### config.mk
export PLATFORM = sky130hd
export DESIGN_NAME = loop_filter_pi_gs
export DESIGN_NICKNAME = d
export VERILOG_FILES = /design/src/rtl/loop_filter_pkg.sv /design/src/rtl/lf_lock_detect.sv /design/src/rtl/loop_filter_pi_gs.sv
export SDC_FILE = /design/constraint.sdc
export NUM_CORES = 1
export LEC_CHECK = 0
export CAP_MARGIN = 15
export CORE_MARGIN = 2
export CORE_UTILIZATION = 50
export CTS_CLUSTER_SIZE = 40
export DETAILED_ROUTE_END_ITERATION = 8
export GPL_ROUTABILITY_DRIVEN = 0
export PLACE_DENSITY_LB_ADDON = 0.1
export SETUP_SLACK_MARGIN = 0.5
export SKIP_LAST_GASP = 1
export SLEW_MARGIN = 20
export SYNTH_ARGS = -nofsm -noshare
export SYNTH_HDL_FRONTEND = slang
export SYNTH_SLANG_ARGS = --single-unit
### constraint.sdc
create_clock -name clk -period 22 [get_ports clk]
set_input_delay 2.2 -clock clk [delete_from_list [all_inputs] [get_ports clk]]
set_output_delay 2.2 -clock clk [all_outputs]
set_load 0.01 [all_outputs]
### src/rtl/loop_filter_pkg.sv
// Shared types, default gear shifts and the accumulator clamp for the CFO loop filter.
package loop_filter_pkg;

    typedef enum logic {
        LF_ACQ = 1'b0,
        LF_TRK = 1'b1
    } lf_mode_e;

    localparam int LF_KP_ACQ_SHIFT = 8;
    localparam int LF_KI_ACQ_SHIFT = 14;
    localparam int LF_KP_TRK_SHIFT = 12;
    localparam int LF_KI_TRK_SHIFT = 20;

    // Wide container so one clamp serves any accumulator width up to 127 bits.
    localparam int LF_SAT_W = 128;

    function automatic logic signed [LF_SAT_W-1:0] sat_acc(
        input logic signed [LF_SAT_W-1:0] x,
        input int                         w
    );
        logic signed [LF_SAT_W-1:0] hi;
        logic signed [LF_SAT_W-1:0] lo;
        hi = (LF_SAT_W'(1) << (w - 1)) - LF_SAT_W'(1);
        lo = ~hi;
        if (x > hi) begin
            sat_acc = hi;
        end else if (x < lo) begin
            sat_acc = lo;
        end else begin
            sat_acc = x;
        end
    endfunction

endpackage

### src/rtl/lf_lock_detect.sv
// Lock detector: counts consecutive small errors to acquire lock and consecutive large errors to lose it.
module lf_lock_detect #(
    parameter int          MAG_W       = 24,
    parameter int unsigned LOCK_THRESH = 65536,
    parameter int          LOCK_CNT    = 64
) (
    input  logic             clk,
    input  logic             rst_n,
    input  logic             clr_i,
    input  logic             strobe_i,
    input  logic             track_i,
    input  logic [MAG_W-1:0] mag_i,
    output logic             locked_o,
    output logic             lol_o
);

    localparam int               CNT_W   = $clog2(LOCK_CNT + 1);
    localparam logic [CNT_W-1:0] CNT_MAX = CNT_W'(LOCK_CNT);

    logic [CNT_W-1:0] small_q, small_d;
    logic [CNT_W-1:0] big_q, big_d;
    logic             locked_q, locked_d;
    logic             is_small;

    assign is_small = (32'(mag_i) < LOCK_THRESH);

    always_comb begin
        small_d  = small_q;
        big_d    = big_q;
        locked_d = locked_q;
        lol_o    = 1'b0;
        if (strobe_i && track_i) begin
            if (!locked_q) begin
                if (is_small) begin
                    small_d = (small_q == CNT_MAX) ? small_q : small_q + 1'b1;
                    if (small_d == CNT_MAX) begin
                        locked_d = 1'b1;
                        small_d  = '0;
                    end
                end else begin
                    small_d = '0;
                end
            end else begin
                if (!is_small) begin
                    big_d = (big_q == CNT_MAX) ? big_q : big_q + 1'b1;
                    if (big_d == CNT_MAX) begin
                        locked_d = 1'b0;
                        big_d    = '0;
                        lol_o    = 1'b1;
                    end
                end else begin
                    big_d = '0;
                end
            end
        end
    end

    always_ff @(posedge clk or negedge rst_n) begin
        if (!rst_n) begin
            small_q  <= '0;
            big_q    <= '0;
            locked_q <= 1'b0;
        end else if (clr_i) begin
            small_q  <= '0;
            big_q    <= '0;
            locked_q <= 1'b0;
        end else begin
            small_q  <= small_d;
            big_q    <= big_d;
            locked_q <= locked_d;
        end
    end

    assign locked_o = locked_q;

endmodule

### src/rtl/loop_filter_pi_gs.sv
// Two-stage PI loop filter with ACQ/TRACK gain scheduling, lock detection and anti-windup.
module loop_filter_pi_gs
    import loop_filter_pkg::*;
#(
    parameter int ERR_WIDTH    = 24,
    parameter int FREQ_WIDTH   = 32,
    parameter int ACC_WIDTH    = 48,
    parameter int KP_ACQ_SHIFT = LF_KP_ACQ_SHIFT,
    parameter int KI_ACQ_SHIFT = LF_KI_ACQ_SHIFT,
    parameter int KP_TRK_SHIFT = LF_KP_TRK_SHIFT,
    parameter int KI_TRK_SHIFT = LF_KI_TRK_SHIFT,
    parameter int ACQ_LEN      = 256,
    parameter int LOCK_THRESH  = 65536,
    parameter int LOCK_CNT     = 64
) (
    input  logic                  clk,
    input  logic                  rst_n,
    input  logic                  clr_i,
    input  logic                  hold_i,
    input  logic                  load_i,
    input  logic [FREQ_WIDTH-1:0] load_val_i,
    input  logic                  err_valid_i,
    input  logic [ERR_WIDTH-1:0]  phase_err_i,
    output logic                  freq_valid_o,
    output logic [FREQ_WIDTH-1:0] freq_word_o,
    output logic                  mode_o,
    output logic                  locked_o,
    output logic                  sat_o
);

    localparam int ACQ_CW = $clog2(ACQ_LEN + 1);

    logic                        s1_valid_q;
    logic [ERR_WIDTH-1:0]        s1_err_q;
    logic [ERR_WIDTH-1:0]        s1_mag_q;
    lf_mode_e                    s1_mode_q;
    logic signed [ACC_WIDTH-1:0] integ_q;
    logic                        fv_q;
    logic [FREQ_WIDTH-1:0]       word_q;
    logic                        sat_q;
    lf_mode_e                    mode_q;
    logic [ACQ_CW-1:0]           acq_cnt_q;

    logic                        accept;
    logic                        complete;
    logic                        lol;
    logic [ERR_WIDTH-1:0]        mag_d;
    logic signed [ACC_WIDTH-1:0] e_s, prop_s, inc_s, integ_next;
    logic signed [LF_SAT_W-1:0]  raw1, sat1, raw2, sat2;
    logic                        sat_flag, aw_hold;
    logic [FREQ_WIDTH-1:0]       word_d;

    // Priority clr > load > hold > err_valid; only clr and load can kill the update in stage 1.
    assign accept   = err_valid_i && !clr_i && !load_i && !hold_i;
    assign complete = s1_valid_q && !clr_i && !load_i;

    assign mag_d = phase_err_i[ERR_WIDTH-1] ? (~phase_err_i + 1'b1) : phase_err_i;

    always_comb begin
        e_s    = {s1_err_q, {(ACC_WIDTH-ERR_WIDTH){1'b0}}};
        prop_s = (s1_mode_q == LF_ACQ) ? (e_s >>> KP_ACQ_SHIFT) : (e_s >>> KP_TRK_SHIFT);
        inc_s  = (s1_mode_q == LF_ACQ) ? (e_s >>> KI_ACQ_SHIFT) : (e_s >>> KI_TRK_SHIFT);
        raw1   = {{(LF_SAT_W-ACC_WIDTH){integ_q[ACC_WIDTH-1]}}, integ_q}
               + {{(LF_SAT_W-ACC_WIDTH){inc_s[ACC_WIDTH-1]}}, inc_s};
        sat1   = sat_acc(raw1, ACC_WIDTH);
        raw2   = sat1 + {{(LF_SAT_W-ACC_WIDTH){prop_s[ACC_WIDTH-1]}}, prop_s};
        sat2   = sat_acc(raw2, ACC_WIDTH);
        integ_next = sat1[ACC_WIDTH-1:0];
        sat_flag   = (sat2 != raw2);
        // Freeze the integrator only when its increment pushes further into the clamp.
        aw_hold    = sat_flag && ((raw2 > sat2) ? !inc_s[ACC_WIDTH-1] : inc_s[ACC_WIDTH-1]);
        word_d     = sat2[ACC_WIDTH-1 -: FREQ_WIDTH];
    end

    always_ff @(posedge clk or negedge rst_n) begin
        if (!rst_n) begin
            s1_valid_q <= 1'b0;
            s1_err_q   <= '0;
            s1_mag_q   <= '0;
            s1_mode_q  <= LF_ACQ;
            integ_q    <= '0;
            fv_q       <= 1'b0;
            word_q     <= '0;
            sat_q      <= 1'b0;
            mode_q     <= LF_ACQ;
            acq_cnt_q  <= '0;
        end else if (clr_i) begin
            s1_valid_q <= 1'b0;
            s1_err_q   <= '0;
            s1_mag_q   <= '0;
            s1_mode_q  <= LF_ACQ;
            integ_q    <= '0;
            fv_q       <= 1'b0;
            word_q     <= '0;
            sat_q      <= 1'b0;
            mode_q     <= LF_ACQ;
            acq_cnt_q  <= '0;
        end else begin
            s1_valid_q <= accept;
            fv_q       <= complete;
            if (accept) begin
                s1_err_q  <= phase_err_i;
                s1_mag_q  <= mag_d;
                s1_mode_q <= mode_q;
            end
            if (load_i) begin
                integ_q <= {load_val_i, {(ACC_WIDTH-FREQ_WIDTH){1'b0}}};
            end else if (complete) begin
                if (!aw_hold) begin
                    integ_q <= integ_next;
                end
                word_q <= word_d;
                sat_q  <= sat_flag;
                case (mode_q)
                    LF_ACQ: begin
                        if (acq_cnt_q != ACQ_CW'(ACQ_LEN)) begin
                            acq_cnt_q <= acq_cnt_q + 1'b1;
                        end
                        if (acq_cnt_q == ACQ_CW'(ACQ_LEN - 1)) begin
                            mode_q <= LF_TRK;
                        end
                    end
                    LF_TRK: begin
                        if (lol) begin
                            mode_q    <= LF_ACQ;
                            acq_cnt_q <= '0;
                        end
                    end
                    default: mode_q <= LF_ACQ;
                endcase
            end
        end
    end

    lf_lock_detect #(
        .MAG_W      (ERR_WIDTH),
        .LOCK_THRESH(LOCK_THRESH),
        .LOCK_CNT   (LOCK_CNT)
    ) u_lock (
        .clk      (clk),
        .rst_n    (rst_n),
        .clr_i    (clr_i),
        .strobe_i (complete),
        .track_i  (mode_q == LF_TRK),
        .mag_i    (s1_mag_q),
        .locked_o (locked_o),
        .lol_o    (lol)
    );

    assign freq_valid_o = fv_q;
    assign freq_word_o  = word_q;
    assign sat_o        = sat_q;
    assign mode_o       = mode_q;

endmodule

# After elaboration in Yosys (flattened, before gate mapping)
# Index checks and enable logic that the tools add are counted.
dict set report classes {
  add_sub_neg 6
  order_cmp 6
  n_eq_ne 12
  n_mux 61
  n_bitwise 2
  reduce_logical 21
}
# op count
set ops {}
lappend ops {{two-way mux 128 bit} 4}
lappend ops {{two-way mux 48 bit} 4}
lappend ops {{adder 128 bit} 1}
lappend ops {{greater-than comparator 128 bit} 1}
lappend ops {{greater-than comparator 128 x 48 -> 1 bit, second input constant} 1}
lappend ops {{< comparator 128 x 48 -> 1 bit, second input constant} 1}
lappend ops {{!= test 128 bit} 1}
lappend ops {{two-way mux 24 bit} 5}
lappend ops {{two-way mux 32 bit} 3}
lappend ops {{two-way mux 7 bit} 12}
lappend ops {{adder 48 x 34 -> 49 bit} 1}
lappend ops {{greater-than comparator 49 x 48 -> 1 bit, second input constant} 1}
lappend ops {{< comparator 49 x 48 -> 1 bit, second input constant} 1}
lappend ops {{two-way mux 9 bit} 5}
lappend ops {{two-way mux 39 bit} 1}
lappend ops {{two-way mux 33 bit} 1}
lappend ops {{equality test 7 bit, second input constant} 4}
lappend ops {{adder 24 x 1 -> 24 bit, second input constant} 1}
lappend ops {{< comparator 24 x 17 -> 1 bit, second input constant} 1}
lappend ops {{two-way mux 1 bit} 24}
lappend ops {{NOT 24 bit} 1}
lappend ops {{one-hot mux 9 bit (2 select lines)} 1}
lappend ops {{adder 7 x 1 -> 7 bit, second input constant} 2}
lappend ops {{adder 9 x 1 -> 9 bit, second input constant} 1}
lappend ops {{other kinds (13)} 30}
dict set report totals {
  register_bits 157
  in_bits 62
  output_inout_bits 36
  word_cells 121
}

# Depth between registers and ports, before layout
# Gate-level depths: netlist (run 1).
dict set report logic_depth {
  ltp_word 16
  depth_mapped 70
  depth_no_buf 60
}

# Modules after synthesis
# A second synthesis (run 1) with hierarchy kept.
dict set report hier_totals {
  hier_cells 2285
  hier_area_um2 18091.1
}
# module n_inst cells_each area_each_um2 seq_area_each_um2
set modules_own_cells {}
lappend modules_own_cells {loop_filter_pi_gs 1 2163 17008.8 3528.4}
lappend modules_own_cells {lf_lock_detect 1 122 1082.3 375.4}

# Least setup slack after synthesis (run 1)
# No wires, ideal clock.
dict set report synth_timing {
  path_kind {reg2reg}
  startpoint {register s1_err_q[23]}
  endpoint {register integ_q[1]}
  setup_ns 0.132
  arrival_ns 12.903
  required_ns 21.868
  setup_slack_ns 8.965
  stages_incl_launch_ff 59
  n_path_buf 7
  synth_period_minus_slack_ns 13.035
  path_cell_list {dfrtp_1 -> nand2_1 -> o21ai_0 -> ha_1 -> and4_1 -> and3_4 -> a221oi_2 -> a31oi_1 -> a221o_1 -> nor2_8 -> nor2_2 -> a22o_1 -> clkbuf_1 -> o31ai_1 -> ha_1 -> a21o_1 -> a21o_1 -> a21o_1 -> [... 23 more ...] -> o21a_1 -> o21a_1 -> o21a_1 -> o21a_1 -> o21a_1 -> o21ai_0 -> a21oi_1 -> o21ai_0 -> a21boi_0 -> o21ai_0 -> o211ai_1 -> o221a_1 -> o41a_1 -> o31ai_2 -> buf_4 -> buf_6 -> mux2i_1 -> nor2_1}
}
dict set report synth_between {
  elab_chain_cells 14
  elab_cells_between_ends 23
  cone_classes {2 x add/sub; 5 x order compare; 2 x eq/ne; 11 x mux; 3 x reduce/logical}
}
# item line
set synth_lines {}
lappend synth_lines {{start, declared} loop_filter_pi_gs.sv:34} ;# logic [ERR_WIDTH-1:0] s1_err_q;
lappend synth_lines {{start signal, assigned} loop_filter_pi_gs.sv:102} ;# s1_err_q <= phase_err_i;
lappend synth_lines {{two-way mux 33 bit} loop_filter_pi_gs.sv:62} ;# inc_s = (s1_mode_q == LF_ACQ) ? (e_s >>> KI_ACQ_SHIFT) : (e_s >>> KI_TRK_SHIFT);
lappend synth_lines {{adder 48 x 34 -> 49 bit} loop_filter_pi_gs.sv:64} ;# + {{(LF_SAT_W-ACC_WIDTH){inc_s[ACC_WIDTH-1]}}, inc_s};
lappend synth_lines {{< comparator 49 x 48 -> 1 bit} loop_filter_pkg.sv:27} ;# end else if (x < lo) begin
lappend synth_lines {{two-way mux 128 bit} loop_filter_pkg.sv:27}
lappend synth_lines {{two-way mux 128 bit} loop_filter_pkg.sv:25} ;# if (x > hi) begin
lappend synth_lines {{adder 128 bit} loop_filter_pi_gs.sv:66} ;# raw2 = sat1 + {{(LF_SAT_W-ACC_WIDTH){prop_s[ACC_WIDTH-1]}}, prop_s};
lappend synth_lines {{< comparator 128 x 48 -> 1 bit} loop_filter_pkg.sv:27}
lappend synth_lines {{two-way mux 128 bit} loop_filter_pkg.sv:27}
lappend synth_lines {{two-way mux 128 bit} loop_filter_pkg.sv:25}
lappend synth_lines {{greater-than comparator 128 bit} loop_filter_pi_gs.sv:71} ;# aw_hold = sat_flag && ((raw2 > sat2) ? !inc_s[ACC_WIDTH-1] : inc_s[ACC_WIDTH-1]);
lappend synth_lines {{two-way mux 1 bit} loop_filter_pi_gs.sv:71}
lappend synth_lines {{logical AND 1 bit} loop_filter_pi_gs.sv:71}
lappend synth_lines {{!= test 3 bit (no source line)} n/a}
lappend synth_lines {{AND reduction 2 bit (no source line)} n/a}
lappend synth_lines {{end signal, assigned} loop_filter_pi_gs.sv:107} ;# integ_q <= {load_val_i, {(ACC_WIDTH-FREQ_WIDTH){1'b0}}};
lappend synth_lines {{end signal, assigned} loop_filter_pi_gs.sv:110} ;# integ_q <= integ_next;
lappend synth_lines {{end, declared} loop_filter_pi_gs.sv:37} ;# logic signed [ACC_WIDTH-1:0] integ_q;
# Parallel ways exist; a longest one is shown, timed or not. The select of a mux whose other input is x is not followed.
# A chain may end at the register's enable or synchronous reset.

# Worst setup path in the final report (run 1)
dict set report layout_timing {
  startpoint {register s1_err_q[23]}
  endpoint {register integ_q[21]}
}
# The elaborated chain is that of the path after synthesis.

==> metrics, run 1 <==
status=finished, final reports clean; async set-reset flop share out of synthesis=100.0%; Slew headroom=31.31%; NumNets Final=2514; Area growth, synth to finish=11.08%; Post-Syn Nets=2501; CTS Buf Count=17; Core ar.=32780 sq um; maximum VDD drop=0.00005996 V; # diodes=0; first-pass GRT wire length=83.48 mm; largest net degree at the start of global routing=87; Port-buffer cells=97; Min-Delay Path Class=reg2reg; Vias/cell=6.207; Fmax=62.97 MHz; Layout Skew=0.01084 ns; cell count after synthesis=2209; Synth Area per Inst=7.573 sq um; Die Span X=186.9 um; period utilization=72.19%; Final Max Tran Viols=0; critical path fanouts, max=46; total congestion overflow=0; unrepaired setup endpoints after global routing=false; fin cells=2677; layout cells sized above 1=4.966%; initial detailed-routing violation count=1261; CP required=22.34 ns; PwrDens=51.62 nW/um^2; Distinct cells, synth=87; Ports=98; Worst Setup Start Kind=register; Skew-Pair Late Insertion Delay=0.45 ns; commonest non-fill, non-tap cells in the layout=nand2_1 (307), o21ai_0 (268), ha_1 (209); routed vias=16620; power share of the clock group=33.0%; initial antenna violation count=0; endpoints failing hold=0; Slowest-stage cell, CP=dfrtp_2; number of flops mapped to enable cells by yosys=0; CP endpoint kind=register; internal power=601.7 uW; DP HPWL=38.49 mm; CTS Buffer Depth=2; Post-DRT Antenna Nets=0; switch share=37.27%; Critical Path Max Stage Delay=1.01 ns; Routed Wire Length=50.50 mm; Layout fillers=3183; routed len/inst=18.86 um; Syn. warnings=0; # rows=66; CP most frequent cell=o21ai_0; Initial Util=51.03%; Die ar.=34940 sq um; synth top area cells=dfrtp_1 (21%), ha_1 (16%), o21ai_0 (8.0%); GRT Total Usage=29.15%; Post-CTS Resized=0; #FFs+latches synth=141; CTS Root Cell=clkbuf_16; max-cap viol count=0; Critical Path AT=16.22 ns; Post-CTS Setup Repair Bufs=0; Synth top area share=21.09%; Worst-path clk slew=0.06 ns; Comb pwr share=38.3%; Reg power frac=28.7%; CTS Hold Bufs=0; setup_tns=0 ns; Slew @ Worst Pin=1.030 ns; final setup vio count=0; Synth Cell Area=16730 sq um; minimum clock period=15.88 ns; LEAKAGE=0.008817 uW; H-tree depth=4; CP delay by family, top=compound AO/OA/AOI/OAI gates; vias in the first global route=15910; ys flop type=dfrtp_1; most common cell after layout, fill and taps aside=nand2_1; Sw Pwr=357.5 uW; Die H=186.9 um; WP buf/inv=6; TritonCTS clock tree=yes; placed insts=2645; DRT Pass-1 Iters=6; critical path class=reg2reg; largest area contributor in the netlist=dfrtp_1; DRC viols=0; Hold WS=0.4792 ns; CTS sink count=141; Seq/Total Area, Yosys=21.09%
-- flip-flops by register name, indices dropped and copies added, names as in the netlist --
signal,count
sat_o,1
u_lock.small_q,7
s1_valid_q,1
mode_o,1
s1_err_q,24
s1_mag_q,8
freq_valid_o,1
freq_word_o,32
u_lock.big_q,7
acq_cnt_q,9
integ_q,48
s1_mode_q,1
u_lock.locked_o,1
-- final cells by class --
| cell class | count | area (sq um) | area share, % |
|---|---|---|---|
| clock buffer | 18 | 439.2 | 2.363 |
| clock inverter | 14 | 193.9 | 1.044 |
| inverter | 98 | 367.9 | 1.980 |
| multi-input combinational | 1845 | 12360 | 66.52 |
| sequential | 141 | 3530 | 18.99 |
| tap | 442 | 553.0 | 2.976 |
| timing repair buffer | 119 | 1137 | 6.120 |
-- logic make-up (layout without fill, tap and decap cells) --
logic type      after synthesis  count (layout)  share of synthesized area (%)
compound gates              744             744                          27.62
xor+xnor                     81              81                          4.241
fa+ha+maj                   235             235                          18.42
buf+inv                     223             249                          5.243
flops                       141             141                          21.09
mux                          13              13                         0.7778
simple gates                772             772                          22.61
-- layer usage --
layer / global-route usage (%) / routed length, um / vias to the layer above
li1: - / - / 8071
met1: 39.41 / 22780 / 7946
met2: 47.25 / 23210 / 513
met3: 4.221 / 2792 / 87
met4: 10.90 / 1721 / 0
met5: 0 / 0 / -
-- synthesized netlist by cell type (all sizes together), types with 6 or more instances --
| master | n |
|---|---|
| and2 | 13 |
| a21o | 73 |
| o31a | 7 |
| nor2b | 27 |
| a211oi | 6 |
| a31oi | 12 |
| or3 | 11 |
| nand2b | 39 |
| xor2 | 24 |
| or2 | 15 |
| o31ai | 28 |
| o21a | 24 |
| and3 | 25 |
| o21ai | 275 |
| o21bai | 12 |
| o211ai | 36 |
| a21oi | 188 |
| nor4 | 24 |
| clkbuf | 106 |
| ha | 210 |
| a2111oi | 8 |
| a31o | 8 |
| a221oi | 8 |
| mux2i | 13 |
| nor3 | 31 |
| buf | 19 |
| fa | 20 |
| dfrtp | 141 |
| and4 | 7 |
| o311ai | 7 |
| inv | 97 |
| nand2 | 307 |
| nand4 | 54 |
| nand3 | 67 |
| nand3b | 31 |
| xnor2 | 57 |
| nor2 | 111 |
| a21boi | 7 |
-- final timing paths --
check	startpoint	to	slack [ns]	cells past startpoint
max	s1_err_q[23]	integ_q[21]	6.12	55
min	freq_word_o[16]	freq_word_o[16]	0.48	2
max in group asynchronous	rst_n	freq_word_o[0]	18.86	2
min reg2reg	freq_word_o[16]	freq_word_o[16]	0.48	2
max reg2reg	s1_err_q[23]	integ_q[21]	6.12	55
min in group asynchronous	rst_n	s1_mag_q[16]	1.78	1
-- per-stage QoR --
step           total power [uW]  setup WS (ns)  utilization [%]  area [sq um]
6_report                  959.2          6.119            56.68         18580
5_1_grt                    1025          4.902            56.68         18580
4_1_cts                   961.7          6.394            56.68         18580
3_5_place_dp              641.2          6.434            54.75         17950
3_3_place_gp              631.0          6.818            54.75         17950
2_1_floorplan             536.7          8.965                -         16730
-- worst register-to-register path: cells and delay by family (launching register included) --
family | cells | cell delay (ns)
adders and majority gates | 6 | 1.95
buffers and inverters | 6 | 2.42
DFF | 1 | 1.01
AOI/OAI and AO/OA | 32 | 8.32
and+or+nand+nor | 11 | 2.06
-- power groups by stage --
stage,sequential (uW),clock (uW),combinational (uW)
finish,275,317,367
global placement,280,0,351
detailed placement,280,0,361
CTS,275,322,364
global route,276,333,416
floorplan,278,0,259
(Power assumes the default switching activity.)
==> run 2: changes to the inputs <==
Clock period 22 ns to 13.5 ns, I/O delays scaled along.
==> run 2 against run 1 <==
  * Sequential share of layout area down 0.95 points
  * First-iteration DRC count up 20%
  * Cell area up 5.3%
  * Sequential cell count did not move
  * Combinational power grew 75%
==> metrics, run 2 (synthesized netlist as in run 1, its figures left out) <==
status=finished, final reports clean; Port-buffer cells=97 (unchanged); unrepaired setup endpoints after global routing=false; Ports=98 (unchanged); grt met1 use=40.36% (+0.95 points); Routed Wire Length=54.30 mm (+7.5%); CTS Hold Bufs=0 (unchanged); flop2flop setup slack=0.89 ns (-5.23 ns); Layout fillers=3045 (-4.3%); placed cell areas=18110 sq um (+0.88%); max FFs per register=48 (unchanged); max-cap viol count=0 (unchanged); DP HPWL=39.03 mm (+1.4%); most common cell after layout, fill and taps aside=nand2_1; CP required=13.83 ns (-8.51 ns); period utilization=93.38% (+21 points); endpoints failing hold=0 (unchanged); Slew @ Worst Pin=1.105 ns (+0.07416 ns); R2R cell count=57 (+3.6%); TritonCTS clock tree=yes; initial detailed-routing violation count=1508 (+20%); FF-to-FF End=integ_q[19]; Critical Path End=integ_q[19]; WP depth=57 (+3.6%); DRT Pass-1 Iters=5 (-1); CTS Root Cell=clkbuf_16; initial antenna violation count=0 (unchanged); largest net degree at the start of global routing=83 (-4.6%); Crit Reg-Reg Startpoint=s1_mode_q; Post-DRT Antenna Nets=0 (unchanged); Fmax=79.32 MHz (+26%); CP most frequent cell=o21a_1; WP buf/inv=7 (+1); met2 Use GR=48.98% (+1.7 points); first-pass GRT wire length=86.04 mm (+3.1%); routed len/inst=19.94 um (+5.7%); CTS Buf Count=17 (unchanged); Reg with most FFs=integ_q; launch point of the critical path=s1_mode_q; Skew-Pair Late Insertion Delay=0.46 ns (about the same); placed insts=2661 (+0.60%); CTS sink count=141 (unchanged); CP delay by family, top=compound AO/OA/AOI/OAI gates; Slowest-stage cell, CP=fa_1; maximum VDD drop=0.00009452 V (+58%); Min-Delay Path Class=reg2reg; DRC viols=0 (unchanged); routed vias=17270 (+4.0%); CTS Buffer Depth=2 (unchanged); vias in the first global route=16350 (+2.8%); minimum clock period=12.61 ns (-3.275 ns); Core ar.=32780 sq um (unchanged); final setup vio count=0 (unchanged); critical path fanouts, max=21 (-54%); GRT Total Usage=30.25% (+1.1 points); PwrDens=84.02 nW/um^2 (+63%); Final Max Tran Viols=0 (unchanged); Layout Skew=0.01480 ns (+0.003953 ns); Die ar.=34940 sq um (unchanged); Die Span X=186.9 um (unchanged); critical path class=reg2reg; commonest non-fill, non-tap cells in the layout=nand2_1 (307), o21ai_0 (251), ha_1 (199); Slew headroom=25.43% (-5.9 points); Critical Path AT=12.94 ns (-3.28 ns); M3 GR Usage=4.522% (+0.30 points); busiest metal layer after global routing=met2; CP endpoint kind=register; Critical Path Max Stage Delay=0.50 ns (-0.51 ns); total congestion overflow=0 (unchanged); H-tree depth=4 (unchanged); # rows=66 (unchanged); # diodes=0 (unchanged); NumNets Final=2561 (+1.9%); Die H=186.9 um (unchanged); Worst-path clk slew=0.07 ns (about the same); Worst Setup Start Kind=register; Area growth, synth to finish=16.95%; LEAKAGE=0.009190 uW (+4.2%); Hold WS=0.4810 ns (+0.001800 ns); Finished Cell Area=19570 sq um (+5.3%); layout cells sized above 1=9.689% (+4.7 points); Vias/cell=6.344 (+2.2%); Initial Util=51.03% (unchanged); fin cells=2723 (+1.7%)
==> run 2: worst min-delay path by stage <==
stage	from	end	slack, ns	cells after the start
floorplan	acq_cnt_q[8]	acq_cnt_q[8]	0.47	2
global placement	freq_word_o[14]	freq_word_o[14]	0.47	2
detailed placement	freq_word_o[12]	freq_word_o[12]	0.47	2
CTS	freq_word_o[12]	freq_word_o[12]	0.49	2
global route	sat_o	sat_o	0.52	2
finish	sat_o	sat_o	0.48	2
==> run 2: repair_timing <==
| item | in CTS | in global routing |
|---|---|---|
| setup buffers | 5 | 20 |
| endpoints found under the setup margin | 48 | 48 |
| gates cloned | 3 | 3 |
| endpoints found under the hold margin | 0 | 0 |
| resized for setup | 23 | 95 |
| pin swaps | 2 | 26 |
==> run 2: layout make-up <==
type                            count  area (sq um)  share of cell area, %
Clock buffer                       17         425.4                  2.174
Clock inverter                     14         229.0                  1.170
Inverter                           98         374.1                  1.912
Multi-Input combinational cell   1845         12790                  65.37
Sequential cell                   141          3531                  18.05
Tap cell                          442         553.0                  2.827
Timing Repair Buffer              165          1655                  8.461
Timing Repair inverter              1         7.507                0.03837
==> run 2: power breakdown <==
| part | total [uW] | switching (uW) | internal, uW | leakage (uW) |
|---|---|---|---|---|
| registers | 447 | 11.6 | 435 | 0.00193 |
| clock network | 554 | 223 | 332 | 0.000319 |
| logic | 642 | 386 | 256 | 0.00694 |
| total | 1640 | 620 | 1020 | 0.00919 |
==> run 2: tightest hold or removal path, delay by kind of cell, from the launching register on <==
kind / cells / cell delay [ns]
DFF: 1 / 0.34
AOI/OAI and AO/OA: 1 / 0.06
and+or+nand+nor: 1 / 0.05
==> run 2: per-layer routing <==
metal | up-vias | routed length, um
li1 | 8152 | -
met1 | 8347 | 23790
met2 | 652 | 25020
met3 | 123 | 3535
met4 | 0 | 1951
met5 | - | 0
==> run 2: stage by stage <==
step	setup slack [ns]	utilization [%]	TNS, ns	total power (uW)
2_1_floorplan	0.9044	-	0	874.6
3_3_place_gp	0.01357	55.23	0	1036
3_5_place_dp	-0.09244	55.23	-0.4245	1052
4_1_cts	0.5183	57.84	0	1619
5_1_grt	0.3930	59.68	0	1743
6_report	0.8933	59.68	0	1644
